[config.mk]
export PLATFORM = sky130hd
export DESIGN_NAME = lif_array_flat
export DESIGN_NICKNAME = d
export VERILOG_FILES = /design/src/rtl/lif_if.sv /design/src/rtl/lif_array.sv /design/src/flat_wrapper.sv
export SDC_FILE = /design/constraint.sdc
export NUM_CORES = 1
export LEC_CHECK = 0
export CORE_ASPECT_RATIO = 1.1
export CORE_MARGIN = 1.5
export CORE_UTILIZATION = 53
export CTS_BUF_LIST = sky130_fd_sc_hd__clkbuf_4 sky130_fd_sc_hd__clkbuf_8
export DETAILED_ROUTE_END_ITERATION = 8
export PLACE_DENSITY = 0.8
export SLEW_MARGIN = 20
export SYNTH_ARGS = -nofsm -noshare
export SYNTH_HDL_FRONTEND = slang
export SYNTH_SLANG_ARGS = --single-unit
[constraint.sdc]
create_clock -name clk -period 10.05 [get_ports clk]
set_clock_uncertainty 0.15 [all_clocks]
set_input_delay 2.01 -clock clk [delete_from_list [all_inputs] [get_ports clk]]
set_output_delay 2.01 -clock clk [all_outputs]
set_load 0.02 [all_outputs]
[src/rtl/lif_if.sv]
// Step/current/threshold bundle into the LIF array and its spike/state outputs.
interface lif_if #(
   parameter int N = 4,
   parameter int W = 8
);
   logic           step_valid;
   logic [N*W-1:0] isyn;
   logic [W-1:0]   thresh;
   logic [N-1:0]   spike;
   logic           spike_any;
   logic [N-1:0]   refractory;
   logic [N*W-1:0] vmem;

   modport master (
      output step_valid, isyn, thresh,
      input  spike, spike_any, refractory, vmem
   );

   modport slave (
      input  step_valid, isyn, thresh,
      output spike, spike_any, refractory, vmem
   );
endinterface

[src/rtl/lif_array.sv]
// N independent leaky integrate-and-fire neurons, one time-step per accepted step_valid.
// Spike, vmem and refractory are registered: visible the cycle after the step; no backpressure.
module lif_array #(
   parameter int N          = 4,
   parameter int W          = 8,
   parameter int LEAK_SHIFT = 2,
   parameter int REFRACT    = 3,
   parameter int V_RESET    = 0
) (
   input  logic  clk,
   input  logic  rst_n,
   lif_if.slave  bus
);
   localparam int CW = (REFRACT < 1) ? 1 : $clog2(REFRACT + 1);
   localparam logic [CW-1:0] REFRACT_C = CW'(REFRACT);
   localparam logic [W-1:0]  V_RESET_C = W'(V_RESET);

   logic [W-1:0]  v_q   [N];
   logic [W-1:0]  v_d   [N];
   logic [CW-1:0] cnt_q [N];
   logic [CW-1:0] cnt_d [N];
   logic [W-1:0]  leak  [N];
   logic [W:0]    vn    [N];
   logic [W-1:0]  vsat  [N];
   logic [N-1:0]  spike_q, spike_d;
   logic          spike_any_q, spike_any_d;

   always_comb begin
      spike_d = '0;
      for (int i = 0; i < N; i++) begin
         v_d[i]   = v_q[i];
         cnt_d[i] = cnt_q[i];
         leak[i]  = (LEAK_SHIFT == 0) ? '0 : (v_q[i] >> LEAK_SHIFT);
         // leak <= V, so the W+1 bit sum can only overflow upward
         vn[i]    = {1'b0, v_q[i]} - {1'b0, leak[i]} + {1'b0, bus.isyn[i*W +: W]};
         vsat[i]  = vn[i][W] ? {W{1'b1}} : vn[i][W-1:0];
         if (bus.step_valid) begin
            if (cnt_q[i] != '0) begin
               cnt_d[i] = cnt_q[i] - 1'b1;
               v_d[i]   = V_RESET_C;
            end else if (vsat[i] >= bus.thresh) begin
               spike_d[i] = 1'b1;
               v_d[i]     = V_RESET_C;
               cnt_d[i]   = REFRACT_C;
            end else begin
               v_d[i] = vsat[i];
            end
         end
      end
      spike_any_d = |spike_d;
   end

   always_ff @(posedge clk) begin
      if (!rst_n) begin
         for (int i = 0; i < N; i++) begin
            v_q[i]   <= '0;
            cnt_q[i] <= '0;
         end
         spike_q     <= '0;
         spike_any_q <= 1'b0;
      end else begin
         for (int i = 0; i < N; i++) begin
            v_q[i]   <= v_d[i];
            cnt_q[i] <= cnt_d[i];
         end
         spike_q     <= spike_d;
         spike_any_q <= spike_any_d;
      end
   end

   for (genvar g = 0; g < N; g++) begin : g_out
      assign bus.vmem[g*W +: W] = v_q[g];
      assign bus.refractory[g]  = (cnt_q[g] != '0);
   end
   assign bus.spike     = spike_q;
   assign bus.spike_any = spike_any_q;
endmodule

[src/flat_wrapper.sv]
// flat-port wrapper written by rule: the top's interface ports become plain ports
module lif_array_flat 
#(
   parameter int N          = 4,
   parameter int W          = 8,
   parameter int LEAK_SHIFT = 2,
   parameter int REFRACT    = 3,
   parameter int V_RESET    = 0
)
  (clk, rst_n, bus_step_valid, bus_isyn, bus_thresh, bus_spike, bus_spike_any, bus_refractory, bus_vmem);
  lif_if #(.N(N), .W(W)) bus_i ();
  input  logic clk;
  input  logic rst_n;
  input wire logic [$bits(bus_i.step_valid)-1:0] bus_step_valid;
  input wire logic [$bits(bus_i.isyn)-1:0] bus_isyn;
  input wire logic [$bits(bus_i.thresh)-1:0] bus_thresh;
  output wire logic [$bits(bus_i.spike)-1:0] bus_spike;
  output wire logic [$bits(bus_i.spike_any)-1:0] bus_spike_any;
  output wire logic [$bits(bus_i.refractory)-1:0] bus_refractory;
  output wire logic [$bits(bus_i.vmem)-1:0] bus_vmem;
  assign bus_i.step_valid = bus_step_valid;
  assign bus_i.isyn = bus_isyn;
  assign bus_i.thresh = bus_thresh;
  assign bus_spike = bus_i.spike;
  assign bus_spike_any = bus_i.spike_any;
  assign bus_refractory = bus_i.refractory;
  assign bus_vmem = bus_i.vmem;
  lif_array #(.N(N), .W(W), .LEAK_SHIFT(LEAK_SHIFT), .REFRACT(REFRACT), .V_RESET(V_RESET)) u_core (.clk(clk), .rst_n(rst_n), .bus(bus_i));
endmodule
==> impl_metrics.ini, run 1 <==
[setup_path]
crit_path_max_incr_delay_ns = 0.49
startpoint_type = primary input
crit_chain = clkdlybuf4s50_1, inv_1, fa_1, inv_1, ha_1, nor2b_1, o31a_1, o311a_4, o21bai_1, inv_1, ha_1, nand2b_1, a2111o_1, a31oi_1, nor2b_1, a22o_1
crit_path_top_delay_cell = nor2b_1
crit_type = in2reg
r2r_slack_ns = 5.52
crit_top_cell = inv_1
crit_required_ns = 10.15
timing.rr.start = u_core.v_q[2][2]
critPathCaptureType = register
r2r_cells = 15
rr_endpoint = u_core.v_q[2][6]
crit_buf_inv = 4
cp_top_family = compound AO/OA/AOI/OAI gates
critPathArrivalTime_ns = 6.28
cp_max_fo = 8

[layout]
post-route-cell-area_um2 = 6003
utilization_pct = 66.64
multi_input_area_um2 = 3450
seqCellArea_um2 = 900.9
drive_gt1_share_pct = 3.499
num_antenna_cells = 0
n_fill_cell = 745
fin_nets = 833
syn_to_final_growth_pct = 20.55

[timing]
layout_worst_path_cycle_share_pct = 61.51
setup_viol = 0
fin_crit_ns = 6.182
setup_tns_ns = 0
fmax_mhz = 161.8
slew_headroom_pct = 35.15
hold_viol = 0
rsz0062_at_grt = false
maxSlewViolCount = 0
worstMarginPinSlew_ns = 0.9669

[logic_synthesis]
synth_ff_type = dfxtp_1
synthXorXnorAreaFrac_pct = 0
synthDistinctLibCells = 50
synth_top_cells_by_count = 155 x inv_1, 80 x ha_1, 45 x dfxtp_1
synth-edff-count = 0
synth.area.top_cells = ha_1 20%, dfxtp_1 18%, inv_1 12%
ys_ff_latch = 45
synth_top_area_share_pct = 20.10
yosys_warnings = 0
muxShareOfSynthArea_pct = 1.206
synth-async-reset-ratio_pct = 0
yosys.area_share.simple_pct = 11.33
synthAdderAreaFrac_pct = 29.75
synth_largest_area_cell = ha_1
netlist_area_um2 = 4980
avgSynthCellArea_um2 = 8.204
synthCells = 607
synth_compound_area_share_pct = 26.93
syn-num-nets = 754
synth_top_family_by_area = adder cells
synth_seq_area_share_pct = 18.09
yosysMostFrequentCell = inv_1

[drt]
drc_errors = 0
detail-route-antenna-nets = 0
drt-initial-drc-count = 158
via_per_inst = 5.628
vias = 4502
drt_wl_total_um = 11530
first_pass_iters = 4
wl_per_cell_um = 14.42

[place]
dpl_cell_area_um2 = 5913
routabilityCongestion = 0.8735
port-buffer-count = 83
dp_hpwl_um = 9533

[power_and_ir_drop]
sequentialPowerShare_pct = 14.7
leakage_nw = 2.849
power_mw = 2.104
swShare_pct = 50.83
p_comb_share_pct = 79.7
p_int_mw = 1.034
ir_drop_mv = 0.2103
powerDensity_nw_per_um2 = 350.4
clkPwrFrac_pct = 5.6
switchingPower_mw = 1.069

[global_route]
grt_pass1_vias = 4336
track_usage_pct = 23.89
grt_max_degree = 20
gr-total-overflow = 0
grt_pass1_wl_um = 19420
antenna_found_initial = 0

[worst_hold_path]
whs_path_depth = 2
hold_path_class = reg2reg
hold_start = u_core.cnt_q[1][1]
min_to = u_core.cnt_q[1][1]

[clock_network]
cts-resized-gates = 0
cts.path.max_buffers = 2
cts.sink_count = 45
cts_tree = yes
cts_root_buf = clkbuf_8
h-tree-depth = 2
post_cts_buffers = 0
numCtsBuffers = 5
hold_buffers = 0
worstSkewPairLatency_ns = 0.31
clkTransAtPathRegs_ns = 0.08

[die]
dieHeight_um = 104.7
dieArea_um2 = 9987
rows = 36
coreArea_um2 = 9009
ios = 84
start_util_pct = 55.28
die_x_um = 95.42

[flow_run]
max_cap_viol_count = 0

[status]
status = finished, final reports clean
cell usage in the layout, fill, tap and decap left out, drive strengths merged, types with 3 or more instances in the layout:
cell type / count
o21a: 15
o311a: 4
a22o: 32
o31a: 5
a21boi: 4
nand3: 8
o221a: 5
o211ai: 4
o21bai: 6
a21o: 11
dfxtp: 45
nand3b: 5
or4: 3
ha: 80
fa: 24
inv: 155
nor2b: 15
nand2: 29
o211a: 4
o22ai: 17
mux2i: 6
clkbuf: 6
nand2b: 7
a21oi: 15
clkdlybuf4s50: 83
o21ai: 26
a211oi: 16
nor3: 18
nor2: 17
layout make-up:
class,instances,area share (%)
clock buffers,6,1.376
clock inverters,1,0.1251
inverters,155,9.692
multi-input cells,395,57.46
flip-flops and latches,45,15.01
well taps,114,2.376
repair buffers,84,13.96
registers in the layout, summed over array words and instances (netlist names):
name / flops
u_core.bus.spike: 4
u_core.bus.spike_any: 1
u_core.cnt_q: 8
u_core.v_q: 32
layer usage:
layer,global-route usage [%],routed length [um]
met3,3.857,618
met5,0,0
met2,41.44,5601
met1,30.24,5059
met4,6.197,253
power by group through the flow:
stage	clock (mW)	sequential, mW	combinational (mW)
6_report	0.118	0.309	1.68
5_1_grt	0.125	0.318	1.90
4_1_cts	0.117	0.311	1.67
3_5_place_dp	0	0.314	1.65
3_3_place_gp	0	0.313	1.59
2_1_floorplan	0	0.354	1.19
logic make-up after synthesis:
family | count (synthesis)
DFF | 45
AOI/OAI and AO/OA | 175
and+or+nand+nor | 110
adders and majority gates | 104
muxes | 6
buffers and inverters | 167
stage by stage:
stage          worst slack [ns]  hold WS [ns]  std cells
6_report                  3.868        0.3093        800
3_5_place_dp              3.568        0.3023        793
5_1_grt                   3.641        0.3373        800
2_1_floorplan             4.332        0.2847        607
4_1_cts                   3.870        0.3138        800
3_3_place_gp              3.692        0.2925        793
worst min-delay path, delay by kind of cell (launching register included):
family        cells  cell delay, ns
flops             1            0.31
mux               1            0.05
simple gates      1            0.05
worst max path at each step:
stage / depth (start not counted) / startpoint / slack [ns] / endpoint
after floorplan: 15 / bus_isyn[18] / 4.33 / u_core.bus.spike_any
after global placement: 16 / bus_isyn[18] / 3.69 / u_core.v_q[2][7]
after detailed placement: 16 / bus_isyn[18] / 3.57 / u_core.v_q[2][2]
after CTS: 16 / bus_isyn[18] / 3.87 / u_core.v_q[2][6]
after global routing: 16 / bus_isyn[18] / 3.64 / u_core.v_q[2][2]
final: 16 / bus_isyn[18] / 3.87 / u_core.v_q[2][6]
Note: power is estimated with default switching activity, not from simulation.
==> run 2, diff against run 1 <==
--- a/config.mk
+++ b/config.mk
@@ -7,7 +7,7 @@
 export LEC_CHECK = 0
 export CORE_ASPECT_RATIO = 1.1
 export CORE_MARGIN = 1.5
-export CORE_UTILIZATION = 53
+export CORE_UTILIZATION = 51
 export CTS_BUF_LIST = sky130_fd_sc_hd__clkbuf_4 sky130_fd_sc_hd__clkbuf_8
 export DETAILED_ROUTE_END_ITERATION = 8
 export PLACE_DENSITY = 0.8
==> constraint.sdc (replaced) <==
create_clock -name clk -period 5.5 [get_ports clk]
set_clock_uncertainty 0.15 [all_clocks]
set_input_delay 1.1 -clock clk [delete_from_list [all_inputs] [get_ports clk]]
set_output_delay 1.1 -clock clk [all_outputs]
set_load 0.02 [all_outputs]
==> run 2 against run 1 <==
Compared with the run above:
- global-route usage fell by 0.41 points
- sequential cell count did not move
- sequential power rose by 83%
- clock-buffer cell count fell by 1
- design area rose by 0.94%
- cell count rose by 1.4%
- setup slack got worse by 3.5 ns
- critical path type unchanged
==> impl_metrics.ini, run 2 (same netlist as run 1, synthesis figures left out) <==
[global_route]
grt_pass1_vias = 4452
antenna_found_initial = 0
grt_max_degree = 20
groute.layer.met3.usage_pct = 2.934
track_usage_pct = 23.48
grt_pass1_wl_um = 20230
busiest_layer = met2
gr-usage-met2_pct = 42.66
gr-total-overflow = 0
use_met1_pct = 28.98

[timing]
worstMarginPinSlew_ns = 0.7244
setup_tns_ns = 0
slew_headroom_pct = 51.49
setup_viol = 0
maxSlewViolCount = 0
fmax_mhz = 195.6
layout_worst_path_cycle_share_pct = 92.98
hold_viol = 0
fin_ws_ns = 0.3862
fin_crit_ns = 5.114
rsz0062_at_grt = false

[power_and_ir_drop]
power_mw = 3.900
ir_drop_mv = 0.4075
swShare_pct = 50.59
p_comb_share_pct = 79.9
leakage_nw = 2.886
powerDensity_nw_per_um2 = 643.7
sequentialPowerShare_pct = 14.5
switchingPower_mw = 1.973
p_int_mw = 1.927
clkPwrFrac_pct = 5.5

[layout]
syn_to_final_growth_pct = 21.68
final_cell_mix = 155 x inv_1, 83 x clkdlybuf4s50_1, 80 x ha_1
layout.cells.non_filler = 811
drive_gt1_share_pct = 4.611
num_antenna_cells = 0
final_common_cell = inv_1
max_flop_register = u_core.v_q
fin_nets = 840
largest_reg_flops = 32
utilization_pct = 64.16

[drt]
detail-route-antenna-nets = 0
via_per_inst = 5.635
wl_per_cell_um = 14.71
drc_errors = 0
drt_wl_total_um = 11930
drt-initial-drc-count = 209
first_pass_iters = 5
vias = 4570

[setup_path]
r2r_slack_ns = 1.11
rr_endpoint = u_core.bus.spike_any
cp-startpoint = bus_isyn[18]
timing.rr.start = u_core.v_q[2][2]
crit_type = in2reg
setup.worst_path.end = u_core.bus.spike_any
critPathCaptureType = register
cp_max_fo = 4
r2r_cells = 15
startpoint_type = primary input
crit_required_ns = 5.54
critPathArrivalTime_ns = 5.15

[die]
die_x_um = 97.22
coreArea_um2 = 9444
dieHeight_um = 106.6
start_util_pct = 52.73
dieArea_um2 = 10370
ios = 84
rows = 37

[place]
port-buffer-count = 83
dp.cells = 803
routabilityCongestion = 0.8832
place_ws_ns = 0.06650
dp_hpwl_um = 9827

[clock_network]
numCtsBuffers = 5
post_cts_buffers = 0
cts_root_buf = clkbuf_8
cts.path.max_buffers = 2
cts.sink_count = 45
cts-resized-gates = 0
cts_tree = yes
clkTransAtPathRegs_ns = 0.09
worstSkewPairLatency_ns = 0.31
h-tree-depth = 2
hold_buffers = 0

[status]
status = finished, final reports clean

[flow_run]
max_cap_viol_count = 0

[worst_hold_path]
hold_path_class = reg2reg
[run 2: cell count changes in the layout (fill, tap and decap cells not counted), sizes merged]
cell    change
buf         +7
clkbuf      -1
inv         +1
clkinv      +1
[run 2: worst min-delay path by stage]
stage	startpoint	end	slack, ns	cells after the start
2_1_floorplan	u_core.cnt_q[0][1]	u_core.cnt_q[0][1]	0.28	2
3_3_place_gp	u_core.cnt_q[1][1]	u_core.cnt_q[1][1]	0.29	2
3_5_place_dp	u_core.cnt_q[0][1]	u_core.cnt_q[0][1]	0.31	2
4_1_cts	u_core.cnt_q[0][1]	u_core.cnt_q[0][1]	0.32	2
5_1_grt	u_core.cnt_q[3][1]	u_core.cnt_q[3][1]	0.34	2
6_report	u_core.cnt_q[2][1]	u_core.cnt_q[2][1]	0.32	2
[run 2: final cells by class]
type | count | area [um2]
Clock inverter | 3 | 21.27
Multi-Input combinational cell | 395 | 3450
Fill cell | 837 | 3385
Clock buffer | 5 | 68.82
Sequential cell | 45 | 900.9
Inverter | 155 | 581.8
Timing Repair Buffer | 91 | 890.9
Tap cell | 117 | 146.4
[run 2: through the flow]
step,cell area (um2),hold slack [ns]
global route,6060,0.3358
finish,6060,0.3186
global placement,5969,0.2930
CTS,6060,0.3189
floorplan,4980,0.2847
detailed placement,5969,0.3079
[run 2: power by group through the flow]
| stage | combinational [mW] | clock, mW | sequential (mW) |
|---|---|---|---|
| 6_report | 3.12 | 0.215 | 0.567 |
| 5_1_grt | 3.53 | 0.230 | 0.584 |
| 4_1_cts | 3.11 | 0.217 | 0.568 |
| 3_5_place_dp | 3.09 | 0 | 0.574 |
| 3_3_place_gp | 2.96 | 0 | 0.570 |
| 2_1_floorplan | 2.17 | 0 | 0.646 |
[run 2: critical path: stages]
cell,delay [ns]
clkdlybuf4s50_1,0.45
inv_1,0.05
fa_1,0.48
inv_1,0.04
ha_1,0.32
nor2b_1,0.16
o31a_1,0.27
o311a_4,0.36
o21bai_1,0.19
inv_1,0.06
ha_1,0.26
nand2b_1,0.15
a2111o_1,0.41
a31oi_1,0.25
nor2_1,0.09
or4_1,0.50
[run 2: routing by layer]
layer  share of wire [%]  vias to the layer above  wire length [um]
li1                    -                     2271                 -
met1                  45                     2174              5385
met2                  49                      102              5866
met3                 3.5                       23               420
met4                 2.2                        0               259
met5                   0                        -                 0
==> run 3, diff against run 2 <==
--- a/config.mk
+++ b/config.mk
@@ -5,7 +5,6 @@
 export SDC_FILE = /design/constraint.sdc
 export NUM_CORES = 1
 export LEC_CHECK = 0
-export CORE_ASPECT_RATIO = 1.1
 export CORE_MARGIN = 1.5
 export CORE_UTILIZATION = 51
 export CTS_BUF_LIST = sky130_fd_sc_hd__clkbuf_4 sky130_fd_sc_hd__clkbuf_8
==> run 3 against run 2 <==
Compared with the run above:
- sequential power about the same
- clock power about the same
- sequential cell count unchanged
- cell count up 1.4%
- via count fell by 0.11%
- setup slack gained 0.048 ns
- design area is 0.25% higher
- total power increased by 0.35%
- global-route usage up 0.40 points
- combinational power barely moved
- die area is essentially flat
==> impl_metrics.ini, run 3 (same netlist as run 1, synthesis figures left out) <==
[setup_path]
startpoint_type = primary input
cp_max_fo = 8
crit_top_cell = inv_1
crit_type = in2reg
crit_path_top_delay_cell = fa_1
crit_required_ns = 5.60
timing.rr.start = u_core.v_q[3][2]
crit_path_max_incr_delay_ns = 0.48
cp-startpoint = bus_isyn[26]
crit_chain = clkdlybuf4s50_1, inv_1, fa_1, inv_1, ha_1, nor2b_1, o31a_1, o311a_1, o21bai_1, inv_1, ha_1, nor3b_1, o21ai_0, a21oi_1, and4_1, a22o_1
critPathCaptureType = register
critPathArrivalTime_ns = 5.16

[power_and_ir_drop]
clkPwrFrac_pct = 5.5
swShare_pct = 50.29
leakage_nw = 2.889
sequentialPowerShare_pct = 14.4
switchingPower_mw = 1.969
powerDensity_nw_per_um2 = 644.4
p_int_mw = 1.946
ir_drop_mv = 0.4286
p_comb_share_pct = 80.1

[global_route]
antenna_found_initial = 0
gr-total-overflow = 0
grt_max_degree = 20
track_usage_pct = 23.88
grt_pass1_wl_um = 20020
grt_pass1_vias = 4381

[clock_network]
cts_tree = yes
post_cts_buffers = 0
hold_buffers = 0
numCtsBuffers = 5
cts_root_buf = clkbuf_8
clkTransAtPathRegs_ns = 0.08
h-tree-depth = 2
worstSkewPairLatency_ns = 0.30
cts.path.max_buffers = 2
cts-resized-gates = 0
cts.sink_count = 45

[layout]
max_flop_register = u_core.v_q
drive_gt1_share_pct = 4.473
final_common_cell = inv_1
utilization_pct = 64.82
layout.cells.non_filler = 822
largest_reg_flops = 32
final_cell_mix = 155 x inv_1, 83 x clkdlybuf4s50_1, 80 x ha_1
syn_to_final_growth_pct = 21.99
n_fill_cell = 846
num_antenna_cells = 0
fin_nets = 840

[timing]
maxSlewViolCount = 0
setup_viol = 0
fmax_mhz = 197.4
hold_viol = 0
setup_tns_ns = 0
layout_worst_path_cycle_share_pct = 92.11
fin_crit_ns = 5.066
fin_ws_ns = 0.4342
worstMarginPinSlew_ns = 0.7354
rsz0062_at_grt = false
hold_ws_ns = 0.3201
slew_headroom_pct = 50.75

[place]
place_ws_ns = 0.1205
dp_hpwl_um = 9759
dp.cells = 815
port-buffer-count = 83
routabilityCongestion = 0.8419

[drt]
drc_errors = 0
first_pass_iters = 5
drt_wl_total_um = 11930
wl_per_cell_um = 14.51
drt-initial-drc-count = 158
detail-route-antenna-nets = 0
via_per_inst = 5.554
vias = 4565

[flow_run]
max_cap_viol_count = 0

[die]
coreArea_um2 = 9371
start_util_pct = 53.14
rows = 35
die_x_um = 101.8
ios = 84
dieHeight_um = 101.8
dieArea_um2 = 10370

[worst_hold_path]
hold_path_class = reg2reg
hold_start = u_core.cnt_q[1][1]

[status]
status = finished, final reports clean
run 3: final cells by class:
| type | count | area, um2 | share of cell area [%] |
|---|---|---|---|
| clock buffer | 7 | 90.09 | 1.483 |
| inverter | 155 | 581.8 | 9.578 |
| multi-input combinational | 395 | 3450 | 56.79 |
| sequential | 45 | 900.9 | 14.83 |
| tap | 129 | 161.4 | 2.657 |
| timing repair buffer | 91 | 890.9 | 14.67 |
run 3: through the flow:
stage          instance area [um2]  total power [mW]
3_5_place_dp                  5984             3.665
5_1_grt                       6075             4.357
6_report                      6075             3.914
2_1_floorplan                 4980             2.812
3_3_place_gp                  5984             3.527
4_1_cts                       6075             3.898
run 3: power by group through the flow:
stage | clock (mW) | combinational (mW) | sequential (mW)
after floorplan | 0 | 2.17 | 0.646
after global placement | 0 | 2.96 | 0.570
after detailed placement | 0 | 3.09 | 0.574
after CTS | 0.219 | 3.11 | 0.567
after global routing | 0.232 | 3.54 | 0.581
final | 0.216 | 3.13 | 0.564
run 3: per-layer routing:
metal  vias up  wire, um  global-route usage, %
met1      2171      5588                  32.17
met2       117      5718                  42.00
met3        13       503                  2.599
met4         0       116                  4.110
met5         -         0                      0
li1       2264         -                      -
run 3: critical path: cells and delay by family:
kind	cells	cell delay [ns]
AO/OA/AOI/OAI	6	1.57
adder cells (fa/ha/maj)	3	1.10
AND/OR/NAND/NOR	3	0.78
buffers and inverters	4	0.63
run 3: path summary, 6_finish.rpt:
kind | endpoint | slack, ns | cells after the start
worst max register to register | u_core.v_q[3][7] | 1.17 | 15
worst min-delay path | u_core.cnt_q[1][1] | 0.32 | 2
worst min register to register | u_core.cnt_q[1][1] | 0.32 | 2
worst max-delay path | u_core.v_q[3][7] | 0.43 | 16
==> patch 1 (settings of run 1) <==
Make the reset (`rst_n`) asynchronous in one clocked block.
--- a/src/rtl/lif_array.sv
+++ b/src/rtl/lif_array.sv
@@ -50,7 +50,7 @@
       spike_any_d = |spike_d;
    end
 
-   always_ff @(posedge clk) begin
+   always_ff @(posedge clk or negedge rst_n) begin
       if (!rst_n) begin
          for (int i = 0; i < N; i++) begin
             v_q[i]   <= '0;
Function: differs if rst_n is asserted again (counterexample within 4 cycles, from zero or initial values and one cycle with rst_n low); with rst_n held inactive, the same outputs for 4 cycles.
==> patch 1 against run 1 <==
- critical path depth is the same
- cell area grew 9.1%
- worst setup slack gained 0.19 ns
- sequential cell count is the same
- area after synthesis grew 10%
- via count grew 8.2%
- power grew 12%
- routed wire length grew 10%
- fmax grew 3.1%
- critical path type unchanged
- critical endpoint is now u_core.bus.vmem[31]$_DFFE_PN0P_
==> patch 1: results (changes against run 1) <==
placed_design:
  preCtsSetupSlack_ns: 3.80  # +0.231 ns
  globalplace.congestion: 0.867  # -0.77%
  dp_hpwl_mm: 10.3  # +7.8%
  post_place_cells: 840  # +5.9%
worst_setup_path:
  worstRegToRegCells: 14  # -1
  timing.rr.start: "u_core.bus.vmem[5]$_DFFE_PN0P_"
  slowest_stage: "sky130_fd_sc_hd__fa_1"
  worstSetupStartpoint: "bus_isyn[25]"
  cp_slowest_stage_delay_ns: 0.54  # +0.05 ns
clocking:
  worst_setup_hold_path_clk_slew_ns: 0.10  # +0.02 ns
min_path:
  timing.hold.worst.start: "u_core.cnt_q[0]$_DFFE_PN0P_"
cells_and_area:
  fin_nets: 874  # +4.9%
  final_cells: 848  # +6.0%
  ratio_of_cells_with_drive_above_1_in_the_final_layout: 0.0577  # +0.0227
  layout.filler_cells: 853  # +14%
  area_delta_synth_final_pct: 19.2
logic_synthesis:
  net_count_of_the_mapped_netlist: 795  # +5.4%
  leading_post_synthesis_cells_by_cell_area: "sky130_fd_sc_hd__dfrtp_1, sky130_fd_sc_hd__ha_1, sky130_fd_sc_hd__inv_1"
  synth_top_flop_cell: "sky130_fd_sc_hd__dfrtp_1"
  synth_cells: 648  # +6.8%
  synth_top_cells_by_count: "sky130_fd_sc_hd__inv_1, sky130_fd_sc_hd__ha_1, sky130_fd_sc_hd__dfrtp_1, sky130_fd_sc_hd__nand2_1, sky130_fd_sc_hd__a21oi_1"
  proportion_of_register_bits_with_asynchronous_set_or_reset_after_synthesis: 1.00  # +1.00
  yosys.cell_types.count: 57  # +14%
  synth-seq-area-share: 0.205  # +0.0240
power:
  p_leak_uw: 0.00324  # +14%
run_status:
  status: "completed"
route:
  violation_count_after_the_first_detailed_route_iteration: 143  # -9.5%
  num_vias: 4871  # +8.2%
  postRouteWirelength_mm: 12.7  # +10%
grt:
  grt_use_total: 0.239  # +0.000535
  grt_pass1_wl_mm: 21.4  # +10%
  grt_start_max_net_pins: 48  # +140%
sta:
  timing.slew.headroom: 0.607  # +0.256
==> patch 1: changes by cell type after synthesis, moves of 10 or more <==
cell / before / now
sky130_fd_sc_hd__a22o_1: 32 / 0
sky130_fd_sc_hd__a21oi_1: 15 / 30
sky130_fd_sc_hd__inv_1: 155 / 179
sky130_fd_sc_hd__nor3_1: 18 / 5
sky130_fd_sc_hd__dfrtp_1: 0 / 45
sky130_fd_sc_hd__a22oi_1: 0 / 10
sky130_fd_sc_hd__o22ai_1: 17 / 29
sky130_fd_sc_hd__dfxtp_1: 45 / 0
sky130_fd_sc_hd__nor2b_1: 15 / 5
==> patch 1: path summary, 6_finish.rpt <==
| kind | end | slack (ns) |
|---|---|---|
| setup / recovery | u_core.bus.vmem[31]$_DFFE_PN0P_ | 4.06 |
| hold / removal | u_core.cnt_q[0]$_DFFE_PN0P_ | 0.38 |
| setup reg to reg | u_core.bus.vmem[7]$_DFFE_PN0P_ | 5.74 |
| hold reg to reg | u_core.cnt_q[0]$_DFFE_PN0P_ | 0.38 |
| max in group asynchronous | u_core.bus.vmem[25]$_DFFE_PN0P_ | 7.80 |
| min in group asynchronous | u_core.bus.vmem[0]$_DFFE_PN0P_ | 1.55 |
==> patch 1: logic make-up after synthesis <==
kind of cell	Yosys count	synth area share
AOI/OAI and AO/OA	190	0.273
xor gates and xnor gates	6	0.00956
adders and majority gates	104	0.270
buffers and inverters	191	0.132
DFF	45	0.205
muxes	7	0.0132
and+or+nand+nor	105	0.0979
==> patch 1: layer usage <==
layer / routed length [µm] / global-route usage / vias up
met5: 0 / 0 / -
met4: 276 / 0.0664 / 0
met3: 552 / 0.0235 / 32
met2: 6290 / 0.433 / 131
met1: 5610 / 0.305 / 2341
li1: - / - / 2367
==> patch 1: report_power, final <==
group,total (µW),switching (µW),internal (µW),leakage [µW]
sequential,285,45.1,240,0.000598
combinational,1930,1090,842,0.00258
clock,147,70.6,76.3,0.0000603
total,2360,1200,1160,0.00324
==> patch 1: area by class of cell <==
type	instances	area share
clock inverters	3	0.00764
inverters	179	0.103
well taps	120	0.0229
clock buffers	5	0.0105
multi-input cells	412	0.557
repair buffers	84	0.128
flip-flops and latches	45	0.172
==> patch 1: worst register-to-register path, delay by kind of cell, from the launching register on <==
| kind | cells | cell delay (ns) |
|---|---|---|
| AO/OA/AOI/OAI | 8 | 2.08 |
| adder cells (fa/ha/maj) | 3 | 1.29 |
| buffers and inverters | 2 | 0.16 |
| flip-flops | 1 | 0.42 |
| AND/OR/NAND/NOR | 1 | 0.14 |
==> patch 2 (settings of run 1) <==
Made on the original files. `REFRACT` is set to 3 in 2 places; all go to 2.
--- a/src/rtl/lif_array.sv
+++ b/src/rtl/lif_array.sv
@@ -4,7 +4,7 @@
    parameter int N          = 4,
    parameter int W          = 8,
    parameter int LEAK_SHIFT = 2,
-   parameter int REFRACT    = 3,
+   parameter int REFRACT    = 2,
    parameter int V_RESET    = 0
 ) (
    input  logic  clk,
--- a/src/flat_wrapper.sv
+++ b/src/flat_wrapper.sv
@@ -4,7 +4,7 @@
    parameter int N          = 4,
    parameter int W          = 8,
    parameter int LEAK_SHIFT = 2,
-   parameter int REFRACT    = 3,
+   parameter int REFRACT    = 2,
    parameter int V_RESET    = 0
 )
   (clk, rst_n, bus_step_valid, bus_isyn, bus_thresh, bus_spike, bus_spike_any, bus_refractory, bus_vmem);
Behaviour: not the same (Yosys sat finds a counterexample within 4 cycles, from zero or initial values and one cycle with rst_n low).
==> patch 2 against run 1 <==
- register-to-register slack worse by 0.02 ns
- cell area is 4.9% higher
- worst setup slack worse by 0.030 ns
- via count is 2.5% higher
- core utilization is 0.26 points lower
- routed wire length is 6.4% higher
- sequential cell count stayed put
- area after synthesis is 5.8% higher
Power is left out: the tool's default activity adds up to more than one toggle a clock period on the data nets, which glitch-free logic cannot reach.
==> patch 2: results (changes against run 1) <==
route:
  drt-met1-wl_mm: 5.37  # +6.2%
  route.met2.wl_mm: 6.41  # +14%
  violation_count_after_the_first_detailed_route_iteration: 155  # -1.9%
  vias_per_cell: 5.65  # +0.46%
  met3_wirelength_um: 357  # -42%
  avgRoutedWirePerCell_um: 15.0  # +4.3%
  detail_route.first_pass.iterations: 5  # +1
clocking:
  clock_tree.buffer_depth: 2  # unchanged
  cts-buffers-inserted: 5  # unchanged
  cts_post_setup_buffers_inserted: 0  # unchanged
  cts-root-buf: "sky130_fd_sc_hd__clkbuf_8"
sta:
  hold-worst-slack_ns: 0.323  # +0.0135 ns
  timing.slew.headroom: 0.608  # +0.257
placed_design:
  dp_hpwl_mm: 10.1  # +5.5%
  post_dp_area_mm2: 0.00620  # +4.9%
  globalplace.congestion: 0.840  # -3.9%
logic_synthesis:
  net_count_of_the_mapped_netlist: 769  # +2.0%
  leading_post_synthesis_cells_by_cell_area: "sky130_fd_sc_hd__ha_1, sky130_fd_sc_hd__dfxtp_1, sky130_fd_sc_hd__inv_1"
  synth_top_cells_by_count: "sky130_fd_sc_hd__inv_1, sky130_fd_sc_hd__ha_1, sky130_fd_sc_hd__dfxtp_1, sky130_fd_sc_hd__nand2_1, sky130_fd_sc_hd__a22o_1"
  synth-seq-area-share: 0.171  # -0.00992
  yosys.cell_types.count: 45  # -10%
grt:
  grt.met2_usage: 0.450  # +0.0354
  groute.layer.met1.usage: 0.288  # -0.0146
  grt_use_total: 0.238  # -0.00138
  grt_pass1_wl_mm: 20.8  # +7.2%
  vias_in_the_first_global_route: 4634  # +6.9%
  grt_start_max_net_pins: 33  # +65%
  globalRouteMet3Util: 0.0208  # -0.0178
cells_and_area:
  largest-register: "u_core.v_q"
  fin_nets: 849  # +1.9%
  layout.filler_cells: 787  # +5.6%
  ratio_of_cells_with_drive_above_1_in_the_final_layout: 0.0701  # +0.0351
worst_setup_path:
  ff2ff_setup_slack_ns: 5.50  # -0.02 ns
  worstSetupEndpoint: "u_core.cnt_q[0][1]$_SDFFE_PN0P_"
  timing.rr.start: "u_core.v_q[0][5]$_SDFFE_PN0P_"
  cp.arrival_ns: 6.29  # about the same
  worstSetupStartpoint: "bus_isyn[2]"
run_status:
  status: "completed"
## patch 2: cell count changes after synthesis, moves of 8 or more
cell | run 1 | this run
sky130_fd_sc_hd__nand2_1 | 29 | 42
sky130_fd_sc_hd__o22ai_1 | 17 | 8
sky130_fd_sc_hd__o22ai_2 | 0 | 16
sky130_fd_sc_hd__o21ai_0 | 20 | 12
## patch 2: worst min path at each step
stage / start / end
6_report: u_core.cnt_q[2][0]$_SDFFE_PN0P_ / u_core.cnt_q[2][0]$_SDFFE_PN0P_
5_1_grt: u_core.cnt_q[1][0]$_SDFFE_PN0P_ / u_core.cnt_q[1][0]$_SDFFE_PN0P_
4_1_cts: u_core.cnt_q[0][0]$_SDFFE_PN0P_ / u_core.cnt_q[0][0]$_SDFFE_PN0P_
3_5_place_dp: u_core.cnt_q[0][0]$_SDFFE_PN0P_ / u_core.cnt_q[0][0]$_SDFFE_PN0P_
3_3_place_gp: u_core.cnt_q[3][0]$_SDFFE_PN0P_ / u_core.cnt_q[3][0]$_SDFFE_PN0P_
2_1_floorplan: u_core.cnt_q[2][0]$_SDFFE_PN0P_ / u_core.cnt_q[2][0]$_SDFFE_PN0P_
## patch 2: worst max-delay path, cell delays in order
cell and delay (ns):
sky130_fd_sc_hd__clkdlybuf4s50_1 0.46, sky130_fd_sc_hd__inv_1 0.05, sky130_fd_sc_hd__fa_1 0.47, sky130_fd_sc_hd__inv_1 0.04
sky130_fd_sc_hd__ha_1 0.33, sky130_fd_sc_hd__nor2b_4 0.15, sky130_fd_sc_hd__o31a_1 0.31, sky130_fd_sc_hd__o311a_4 0.44
sky130_fd_sc_hd__o21bai_1 0.20, sky130_fd_sc_hd__inv_1 0.07, sky130_fd_sc_hd__ha_1 0.26, sky130_fd_sc_hd__nand2b_1 0.13
sky130_fd_sc_hd__a2111oi_0 0.50, sky130_fd_sc_hd__o31ai_1 0.21, sky130_fd_sc_hd__o31ai_1 0.41, sky130_fd_sc_hd__mux2i_1 0.23
## patch 2: layout make-up
cell class	instances	area (µm²)	share of cell area
Clock inverter	2	13.8	0.00218
Sequential cell	45	901	0.143
Clock buffer	6	82.6	0.0131
Tap cell	117	146	0.0232
Multi-Input combinational cell	406	3730	0.592
Inverter	156	586	0.0929
Timing Repair Buffer	84	838	0.133
## patch 2: kinds of logic after synthesis
kind of cell	count (synthesis)	synth area share
simple gates	111	0.107
flops	45	0.171
compound gates	177	0.291
fa+ha+maj	108	0.291
buf+inv	167	0.121
mux	10	0.0190
## patch 2: metrics by stage
stage               worst slack, ns  instances   util
floorplan                      4.39        618      -
global placement               3.71        808  0.654
detailed placement             3.56        808  0.654
CTS                            3.85        816  0.664
global route                   3.53        816  0.664
finish                         3.84        816  0.664
